`src/rtl/keypad_scan_ctrl.sv`:
```
// Keypad scan controller: rotates the row drive, debounces a single key press
// and release, and hands each accepted key code to a consumer over a
// valid/ready handshake.
// Optional build macro KEYPAD_SCAN_KEY_FIFO_EN replaces the single-register
// output buffer with a 4-entry first-word-fall-through FIFO.
module keypad_scan_ctrl #(
    parameter int unsigned SCAN_DIV   = 1000,
    parameter int unsigned DEB_CYCLES = 20000
) (
    input  logic       clk,
    input  logic       rst_n,
    input  logic [3:0] swc,
    output logic [3:0] swr,
    output logic [3:0] key_code,
    output logic       key_valid,
    input  logic       key_ready,
    output logic       key_down,
    output logic       overrun,
    input  logic       ovr_clr
);

    localparam int unsigned DIV_W = $clog2(SCAN_DIV);
    localparam int unsigned DEB_W = $clog2(DEB_CYCLES);

    typedef enum logic [1:0] {
        ST_SCAN,
        ST_DEBOUNCE,
        ST_HOLD,
        ST_RELEASE
    } state_e;

    state_e             state_q;
    logic [DIV_W-1:0]   div_q;
    logic [DEB_W-1:0]   deb_q;
    logic [3:0]         swr_q;
    logic [3:0]         cap_col_q;
    logic [3:0]         cap_code_q;
    logic               key_down_q;
    logic               ovr_q;

    logic               push;
    logic               drop;
    logic               xfer;

    // Next row in the rotation; any unexpected pattern restarts at row 0.
    function automatic logic [3:0] next_row(input logic [3:0] r);
        case (r)
            4'b0111: next_row = 4'b1011;
            4'b1011: next_row = 4'b1101;
            4'b1101: next_row = 4'b1110;
            default: next_row = 4'b0111;
        endcase
    endfunction

    // Index of the single low bit, counting from the MSB.
    function automatic logic [1:0] low_idx(input logic [3:0] v);
        case (v)
            4'b0111: low_idx = 2'd0;
            4'b1011: low_idx = 2'd1;
            4'b1101: low_idx = 2'd2;
            default: low_idx = 2'd3;
        endcase
    endfunction

    // True when exactly one column line is pulled low.
    function automatic logic one_low(input logic [3:0] v);
        logic [3:0] n;
        n       = ~v;
        one_low = (n != 4'd0) && ((n & (n - 4'd1)) == 4'd0);
    endfunction

    // Scan / debounce / hold / release sequencing with registered outputs.
    always_ff @(posedge clk) begin
        if (!rst_n) begin
            state_q    <= ST_SCAN;
            swr_q      <= 4'b0111;
            div_q      <= '0;
            deb_q      <= '0;
            cap_col_q  <= 4'b1111;
            cap_code_q <= 4'd0;
            key_down_q <= 1'b0;
        end else begin
            case (state_q)
                ST_SCAN: begin
                    if (div_q == DIV_W'(SCAN_DIV - 1)) begin
                        div_q <= '0;
                        if (one_low(swc)) begin
                            cap_col_q  <= swc;
                            cap_code_q <= {low_idx(swr_q), low_idx(swc)};
                            deb_q      <= '0;
                            state_q    <= ST_DEBOUNCE;
                        end else begin
                            swr_q <= next_row(swr_q);
                        end
                    end else begin
                        div_q <= div_q + DIV_W'(1);
                    end
                end
                ST_DEBOUNCE: begin
                    if (swc != cap_col_q) begin
                        swr_q   <= next_row(swr_q);
                        div_q   <= '0;
                        state_q <= ST_SCAN;
                    end else if (deb_q == DEB_W'(DEB_CYCLES - 1)) begin
                        key_down_q <= 1'b1;
                        state_q    <= ST_HOLD;
                    end else begin
                        deb_q <= deb_q + DEB_W'(1);
                    end
                end
                ST_HOLD: begin
                    if (swc == 4'b1111) begin
                        deb_q   <= '0;
                        state_q <= ST_RELEASE;
                    end
                end
                ST_RELEASE: begin
                    if (swc != 4'b1111) begin
                        state_q <= ST_HOLD;
                    end else if (deb_q == DEB_W'(DEB_CYCLES - 1)) begin
                        swr_q      <= next_row(swr_q);
                        div_q      <= '0;
                        key_down_q <= 1'b0;
                        state_q    <= ST_SCAN;
                    end else begin
                        deb_q <= deb_q + DEB_W'(1);
                    end
                end
                default: state_q <= ST_SCAN;
            endcase
        end
    end

    // One push on the clock the debounce window completes.
    assign push = (state_q == ST_DEBOUNCE) && (swc == cap_col_q) &&
                  (deb_q == DEB_W'(DEB_CYCLES - 1));

`ifdef KEYPAD_SCAN_KEY_FIFO_EN
    logic [3:0] mem_q [4];
    logic [2:0] wr_q;       // {lap, index}
    logic [2:0] rd_q;       // {lap, index}
    logic       empty;
    logic       full;

    assign empty = (wr_q == rd_q);
    assign full  = (wr_q[1:0] == rd_q[1:0]) && (wr_q[2] != rd_q[2]);
    assign xfer  = !empty && key_ready;
    assign drop  = push && full && !xfer;

    // FIFO storage and pointers; the head entry is presented directly.
    always_ff @(posedge clk) begin
        if (!rst_n) begin
            wr_q <= 3'd0;
            rd_q <= 3'd0;
            for (int i = 0; i < 4; i++) begin
                mem_q[i] <= 4'd0;
            end
        end else begin
            if (push && (!full || xfer)) begin
                mem_q[wr_q[1:0]] <= cap_code_q;
                wr_q             <= wr_q + 3'd1;
            end
            if (xfer) begin
                rd_q <= rd_q + 3'd1;
            end
        end
    end

    assign key_valid = !empty;
    assign key_code  = mem_q[rd_q[1:0]];
`else
    logic [3:0] code_q;
    logic       valid_q;

    assign xfer = valid_q && key_ready;
    assign drop = push && valid_q && !xfer;

    // Single-entry holding register; accepts a push when empty or draining.
    always_ff @(posedge clk) begin
        if (!rst_n) begin
            code_q  <= 4'd0;
            valid_q <= 1'b0;
        end else if (push && (!valid_q || xfer)) begin
            code_q  <= cap_code_q;
            valid_q <= 1'b1;
        end else if (xfer) begin
            valid_q <= 1'b0;
        end
    end

    assign key_valid = valid_q;
    assign key_code  = code_q;
`endif

    // Sticky overrun; a drop outranks a clear in the same clock.
    always_ff @(posedge clk) begin
        if (!rst_n) begin
            ovr_q <= 1'b0;
        end else if (drop) begin
            ovr_q <= 1'b1;
        end else if (ovr_clr) begin
            ovr_q <= 1'b0;
        end
    end

    assign swr      = swr_q;
    assign key_down = key_down_q;
    assign overrun  = ovr_q;

endmodule

```
`config.mk`:
```
export PLATFORM = sky130hd
export DESIGN_NAME = keypad_scan_ctrl
export DESIGN_NICKNAME = d
export VERILOG_FILES = /design/src/rtl/keypad_scan_ctrl.sv
export SDC_FILE = /design/constraint.sdc
export NUM_CORES = 1
export LEC_CHECK = 0
export CAP_MARGIN = 20
export CELL_PAD_IN_SITES_DETAIL_PLACEMENT = 0
export CELL_PAD_IN_SITES_GLOBAL_PLACEMENT = 2
export CORE_ASPECT_RATIO = 2
export CORE_MARGIN = 2
export CORE_UTILIZATION = 30
export CTS_BUF_LIST = sky130_fd_sc_hd__clkbuf_4
export DETAILED_ROUTE_END_ITERATION = 12
export PLACE_DENSITY = 0.75
export SYNTH_ARGS = -nofsm -noshare
export SYNTH_HDL_FRONTEND = slang
export SYNTH_SLANG_ARGS = --single-unit
```
`constraint.sdc`:
```
create_clock -name clk -period 2.3 [get_ports clk]
set_input_delay 0.46 -clock clk [delete_from_list [all_inputs] [get_ports clk]]
set_output_delay 0.46 -clock clk [all_outputs]
set_load 0.02 [all_outputs]
```
==> run metrics, run 1 <==
clock insertion delay at the later pin of the skew report=390 ps; initial core utilization=0.306; Total Routed Length=6100 um; largest net degree at the start of global routing=24; Sequential Power Share=0.575; vias in the first global route=2050; top cell type's share of synthesized area=0.399; gate count of the mapped netlist=264; DP Wirelength=4580 um; count of flip-flops with a built-in enable after synthesis=0; Power per Cell Area=464 mW/mm2; Core ar.=0.00754 mm2; Max Transition Viols Final=0; most used standard cell by instance count after synthesis=sky130_fd_sc_hd__dfxtp_1; residual antenna-violating net count after detailed routing=0; relative slew slack=0.727; worst path buffer plus inverter count=1; final estimated routing congestion in global placement=0.841; net switching power=0.321 mW; worst setup timing slack at the placement stage=-381 ps; part of the cycle the worst path needs=0.984; Power Internal=1.08 mW; wire length of the first global-routing pass=10100 um; start point of the worst min-delay path=deb_q[14]; path category of the worst min-delay check=register to register; Worst Setup End Kind=register; dominant cell type by area after synthesis=sky130_fd_sc_hd__dfxtp_1; critical path launch point type=register; drt first pass iters=4; root buffer cell=sky130_fd_sc_hd__clkbuf_4; number of buffers added on ports=18; relative contribution of the clock network to total power=0.371; die area=0.00846 mm2; post-synthesis instance area=0.00231 mm2; category of the critical setup timing path=register to register; DRC errors left=0; highest-delay cell along the critical path=sky130_fd_sc_hd__or4b_4; final setup slack of the worst path=37.7 ps; GRT Total Usage=0.158; sink count of the clock tree=46; synth top area cells=sky130_fd_sc_hd__dfxtp_1 40%, sky130_fd_sc_hd__xor2_1 7.2%, sky130_fd_sc_hd__nor2_1 6.8%, sky130_fd_sc_hd__mux2i_1 6.1%, sky130_fd_sc_hd__a21oi_1 3.7%; drt via density=5.02; worst endpoint required time=2620 ps; r2r startpoint=deb_q[5]; antenna violations before repair=1; synth unique cells=41; Final Hold Vio Count=0; sequential fraction of the synthesis area=0.399; number of instances on the worst hold path=2; net count after synthesis=274; gate family responsible for the most delay along the worst path=simple AND/OR/NAND/NOR gates; worst-path maximum fanout=7; TritonCTS clock tree=done; Chip Height=128 um; post-synthesis async set-or-reset flop share=0; switching portion of total power=0.229; data arrival time of the critical path=2590 ps; Rows=45; maximum vdd drop=0.000402 V; top flip-flop cell by instance count after synthesis=sky130_fd_sc_hd__dfxtp_1; setup repair after global routing missed its margin=true; total CTS buffers=5; CP peak stage delay=550 ps; Remaining Overflow, GRT=0; total leakage power=1.17 nW; ordered cell list for the critical path=or4b_4 > or4_1 > buf_6 > o32ai_4 > o21ai_4 > o211a_1 > a21oi_1; commonest cells in the netlist=46 x sky130_fd_sc_hd__dfxtp_1, 42 x sky130_fd_sc_hd__nor2_1, 19 x sky130_fd_sc_hd__xor2_1, 18 x sky130_fd_sc_hd__nand2_1, 17 x sky130_fd_sc_hd__a21oi_1; Ys Warns=0; combinational fraction of design power=0.054; number of top-level pins=19; number of hold-repair buffers added at the cts stage=0; register cell area after layout=923 um2; layout cell share with drive strength beyond 1=0.219; r2r worst-path depth=7; worst setup path startpoint=deb_q[5]; clk buf depth=2; Detailed Route Iter0 Violations=84; Achievable Freq=442 MHz; fillcell total=816; register bit count reported by yosys=46; Chip Width=66.0 um; Finish-stage setup viols=0; outcome=finished, final reports clean; maxcap violations=0; combined area of the multi-input logic cells=0.00136 mm2; area growth from synthesis to final layout=30.6%; Worst Max-Slew Pin Slew=408 ps; H-Tree Depth=2; total power after layout=1.40 mW; clock transition at the registers of the reported paths=140 ps; number of vias after detailed routing=2084; number of cells on the critical path=7; final period demand of the worst path=2260 ps; number of nets in the final layout=329; Worst Skew=26.5 ps; routed wire length per instance=14.7 um; Syn Area/Cell=8.75 um2
==> cell families after synthesis <==
kind of cell | count (synthesis) | share of synthesized area
muxes | 14 | 0.0607
AOI/OAI and AO/OA | 53 | 0.163
DFF | 46 | 0.399
adders and majority gates | 2 | 0.0108
buffers and inverters | 17 | 0.0358
xor gates and xnor gates | 20 | 0.0758
and+or+nand+nor | 112 | 0.255
==> routing by layer <==
layer / track usage / routed length (um)
met5: 0 / 0
met4: 0.0696 / 133
met3: 0.0272 / 97
met2: 0.305 / 3630
met1: 0.157 / 2250
==> cell usage in the layout, fill, tap and decap left out, drive strengths merged, types with 2 or more instances in the layout <==
| cell | n |
|---|---|
| mux2i | 14 |
| or4b | 2 |
| dlymetal6s2s | 2 |
| nor3 | 2 |
| o2111ai | 5 |
| inv | 4 |
| xor2 | 19 |
| o21ai | 16 |
| a21oi | 17 |
| nand2 | 18 |
| nand4 | 5 |
| nor2 | 42 |
| o211ai | 5 |
| clkdlybuf4s50 | 16 |
| and3 | 7 |
| ha | 2 |
| dfxtp | 46 |
| or3 | 5 |
| or4 | 3 |
| a21o | 2 |
| buf | 43 |
| and2 | 3 |
| nor2b | 6 |
| nand4b | 3 |
| clkbuf | 6 |
| nand3 | 9 |
| nor4 | 2 |
| and4 | 2 |
| a31oi | 3 |
==> worst register-to-register path, delay by kind of cell, from the launching register on <==
family	cells	cell delay, ps
flip-flops	1	340
buffers and inverters	1	160
AND/OR/NAND/NOR	2	1100
AO/OA/AOI/OAI	4	620
==> state kept, by name (all words and copies together) (netlist names) <==
signal / count
cap_col_q: 4
state_q: 2
key_valid: 1
key_code: 4
cap_code_q: 4
overrun: 1
swr: 4
div_q: 10
deb_q: 15
key_down: 1
==> through the flow <==
| stage | cell area (um2) | cells | setup TNS, ps | utilization | hold WS (ps) |
|---|---|---|---|---|---|
| 2_1_floorplan | 2310 | 264 | 0 | - | 453 |
| 3_3_place_gp | 2850 | 404 | -9550 | 0.377 | 474 |
| 3_5_place_dp | 2850 | 404 | -9970 | 0.377 | 480 |
| 4_1_cts | 2960 | 413 | 0 | 0.392 | 502 |
| 5_1_grt | 3020 | 415 | -58.2 | 0.400 | 518 |
| 6_report | 3020 | 415 | 0 | 0.400 | 496 |
==> power by group through the flow <==
stage | clock (mW) | combinational (mW) | sequential, mW
2_1_floorplan | 0 | 0.0352 | 0.822
3_3_place_gp | 0 | 0.0735 | 0.823
3_5_place_dp | 0 | 0.0751 | 0.823
4_1_cts | 0.540 | 0.0753 | 0.805
5_1_grt | 0.572 | 0.0832 | 0.806
6_report | 0.519 | 0.0755 | 0.805
==> layout make-up <==
cell class                 instances  area share
antenna                            1    0.000830
clock buffer                       6      0.0149
clock inverter                     2      0.0124
inverter                           4     0.00498
multi-input combinational        201       0.449
sequential                        46       0.306
tap                               94      0.0390
timing repair buffer              61       0.172
==> path summary, 6_finish.rpt <==
| kind | end | slack (ps) |
|---|---|---|
| setup / recovery | swr[3] | 40 |
| hold / removal | deb_q[14] | 500 |
| setup reg to reg | swr[3] | 40 |
| hold reg to reg | deb_q[14] | 500 |
==> what timing repair did <==
action / in CTS / in global routing
pin swaps: 2 / 7
endpoints found under the setup margin: 4 / 22
buffers inserted: 1 / 1
gates resized for setup: 5 / 12
cloned: 0 / 0
Power figures use the tool's default switching activity.
==> inputs of run 2 (changes only) <==
Settings changed: CTS_BUF_LIST sky130_fd_sc_hd__clkbuf_4 to sky130_fd_sc_hd__clkbuf_8, HOLD_SLACK_MARGIN from default to 0.03, SLEW_MARGIN from default to 25.
==> run metrics, run 2 (synthesis gave the netlist of run 1 again) <==
number of nets in the final layout=329 (unchanged); wire length of the first global-routing pass=10100 um (-0.21%); die area=0.00846 mm2 (unchanged); clk buf depth=2 (unchanged); Rows=45 (unchanged); Worst Max-Slew Pin Slew=407 ps (-0.536 ps); Achievable Freq=444 MHz (+0.52%); relative slew slack=0.727 (about the same); path category of the worst min-delay check=register to register; maximum vdd drop=0.000455 V (+13%); Chip Height=128 um (unchanged); H-Tree Depth=2 (unchanged); GRT Total Usage=0.158 (-0.000177); Total Routed Length=6070 um (-0.52%); category of the critical setup timing path=register to register; Detailed Route Iter0 Violations=109 (+30%); DRC errors left=0 (unchanged); drt first pass iters=4 (unchanged); residual antenna-violating net count after detailed routing=0 (unchanged); Remaining Overflow, GRT=0 (unchanged); clock transition at the registers of the reported paths=90 ps (-50 ps); Core ar.=0.00754 mm2 (unchanged); largest registers=deb_q (15), div_q (10); most frequent cells in the layout=45 x sky130_fd_sc_hd__dfxtp_1, 41 x sky130_fd_sc_hd__nor2_1, 38 x sky130_fd_sc_hd__buf_4; outcome=finished, final reports clean; Final Core Density=0.404 (+0.00415); routed wire length per instance=14.7 um (-0.28%); largest net degree at the start of global routing=24 (unchanged); sink count of the clock tree=46 (unchanged); number of buffers added on ports=18 (unchanged); number of vias after detailed routing=2043 (-2.0%); total leakage power=1.20 nW (+2.7%); final period demand of the worst path=2250 ps (-11.6 ps); antenna violations before repair=0 (-1); worst endpoint required time=2550 ps (-70 ps); clock insertion delay at the later pin of the skew report=320 ps (-70 ps); Finish-stage setup viols=0 (unchanged); final instance count without filler cells=414 (-0.24%); Worst Skew=15.5 ps (-10.9 ps); number of top-level pins=19 (unchanged); drt via density=4.93 (-1.7%); Power per Cell Area=491 mW/mm2 (+5.7%); Largest register FFs=15 (unchanged); maxcap violations=0 (unchanged); area growth from synthesis to final layout=31.9%; fillcell total=803 (-1.6%); layout cell share with drive strength beyond 1=0.209 (-0.00937); number of hold-repair buffers added at the cts stage=0 (unchanged); placed instance count=404 (unchanged); Worst Setup End Kind=register; DP Wirelength=4580 um (unchanged); leading cell type in the layout, fill and taps excluded=sky130_fd_sc_hd__dfxtp_1; total CTS buffers=5 (unchanged); critical path launch point type=register; TritonCTS clock tree=done; initial core utilization=0.306 (unchanged); vias in the first global route=2051 (+0.049%); Final Hold Vio Count=0 (unchanged); Antenna Cells=0 (-1); setup repair after global routing missed its margin=true; Max Transition Viols Final=0 (unchanged); register cell area after layout=922 um2 (-0.14%); data arrival time of the critical path=2510 ps (-80 ps); root buffer cell=sky130_fd_sc_hd__clkbuf_8; combined area of the multi-input logic cells=0.00135 mm2 (-0.37%); final estimated routing congestion in global placement=0.841 (unchanged); register with the most flip-flops=deb_q; worst-path maximum fanout=7 (unchanged); part of the cycle the worst path needs=0.979 (-0.00504); Chip Width=66.0 um (unchanged)
## run 2: changes by cell type in the layout (fill, tap and decap cells not counted), moves of 2 or more
cell	previous run	this run
sky130_fd_sc_hd__clkdlybuf4s50_1	16	14
sky130_fd_sc_hd__clkbuf_4	6	0
sky130_fd_sc_hd__buf_6	3	5
sky130_fd_sc_hd__dlymetal6s2s_1	2	4
sky130_fd_sc_hd__clkbuf_8	0	5
sky130_fd_sc_hd__buf_4	40	38
## run 2: through the flow
stage          TNS [ps]  setup WS, ps  hold slack [ps]  instance area [um2]  total power [mW]
2_1_floorplan         0           122              453                 2310             0.857
3_3_place_gp      -9550          -381              474                 2850             0.896
3_5_place_dp      -9970          -381              480                 2850             0.898
4_1_cts               0         0.756              495                 2990              1.51
5_1_grt           -34.4         -33.1              512                 3050              1.55
6_report              0          49.3              491                 3050              1.49
## run 2: repair_timing
action                                  CTS  global route
setup buffers                             2             0
gates resized for setup                   3            17
pin swaps                                 2             9
gates cloned                              0             0
endpoints found under the setup margin    5            32
## run 2: worst max-delay path, cell delays in order (launching register included)
cell                      delay [ps]
sky130_fd_sc_hd__dfxtp_2         330
sky130_fd_sc_hd__or4b_4          550
sky130_fd_sc_hd__or4_1           550
sky130_fd_sc_hd__buf_6           160
sky130_fd_sc_hd__o32ai_4         120
sky130_fd_sc_hd__o21ai_4         120
sky130_fd_sc_hd__o211a_1         240
sky130_fd_sc_hd__a21oi_1         120
## run 2: layout make-up
class,instances,area share
sequential,46,0.303
timing repair buffer,61,0.175
clock buffer,5,0.0226
multi-input combinational,201,0.443
inverter,4,0.00493
clock inverter,3,0.0136
tap,94,0.0386
## run 2: report_power, final
| part | internal (mW) | total [mW] | switching [mW] | leakage, nW |
|---|---|---|---|---|
| Sequential | 0.800 | 0.804 | 0.00393 | 0.372 |
| Combinational | 0.0367 | 0.0751 | 0.0384 | 0.770 |
| Clock | 0.320 | 0.616 | 0.296 | 0.0556 |
## run 2: path summary, 6_finish.rpt
check                           startpoint   endpoint  slack [ps]  depth (start not counted)
worst min register to register   deb_q[14]  deb_q[14]         490                          2
worst max-delay path              deb_q[5]     swr[3]          50                          7
worst max register to register    deb_q[5]     swr[3]          50                          7
worst min-delay path             deb_q[14]  deb_q[14]         490                          2
## run 2: layer usage
metal	share of wire	routed length, um	up-vias	GRT usage
met5	0	0	-	0
met4	0.023	140	0	0.0732
met3	0.016	95	7	0.0246
met2	0.59	3590	15	0.306
met1	0.37	2240	966	0.156
li1	-	-	1055	-
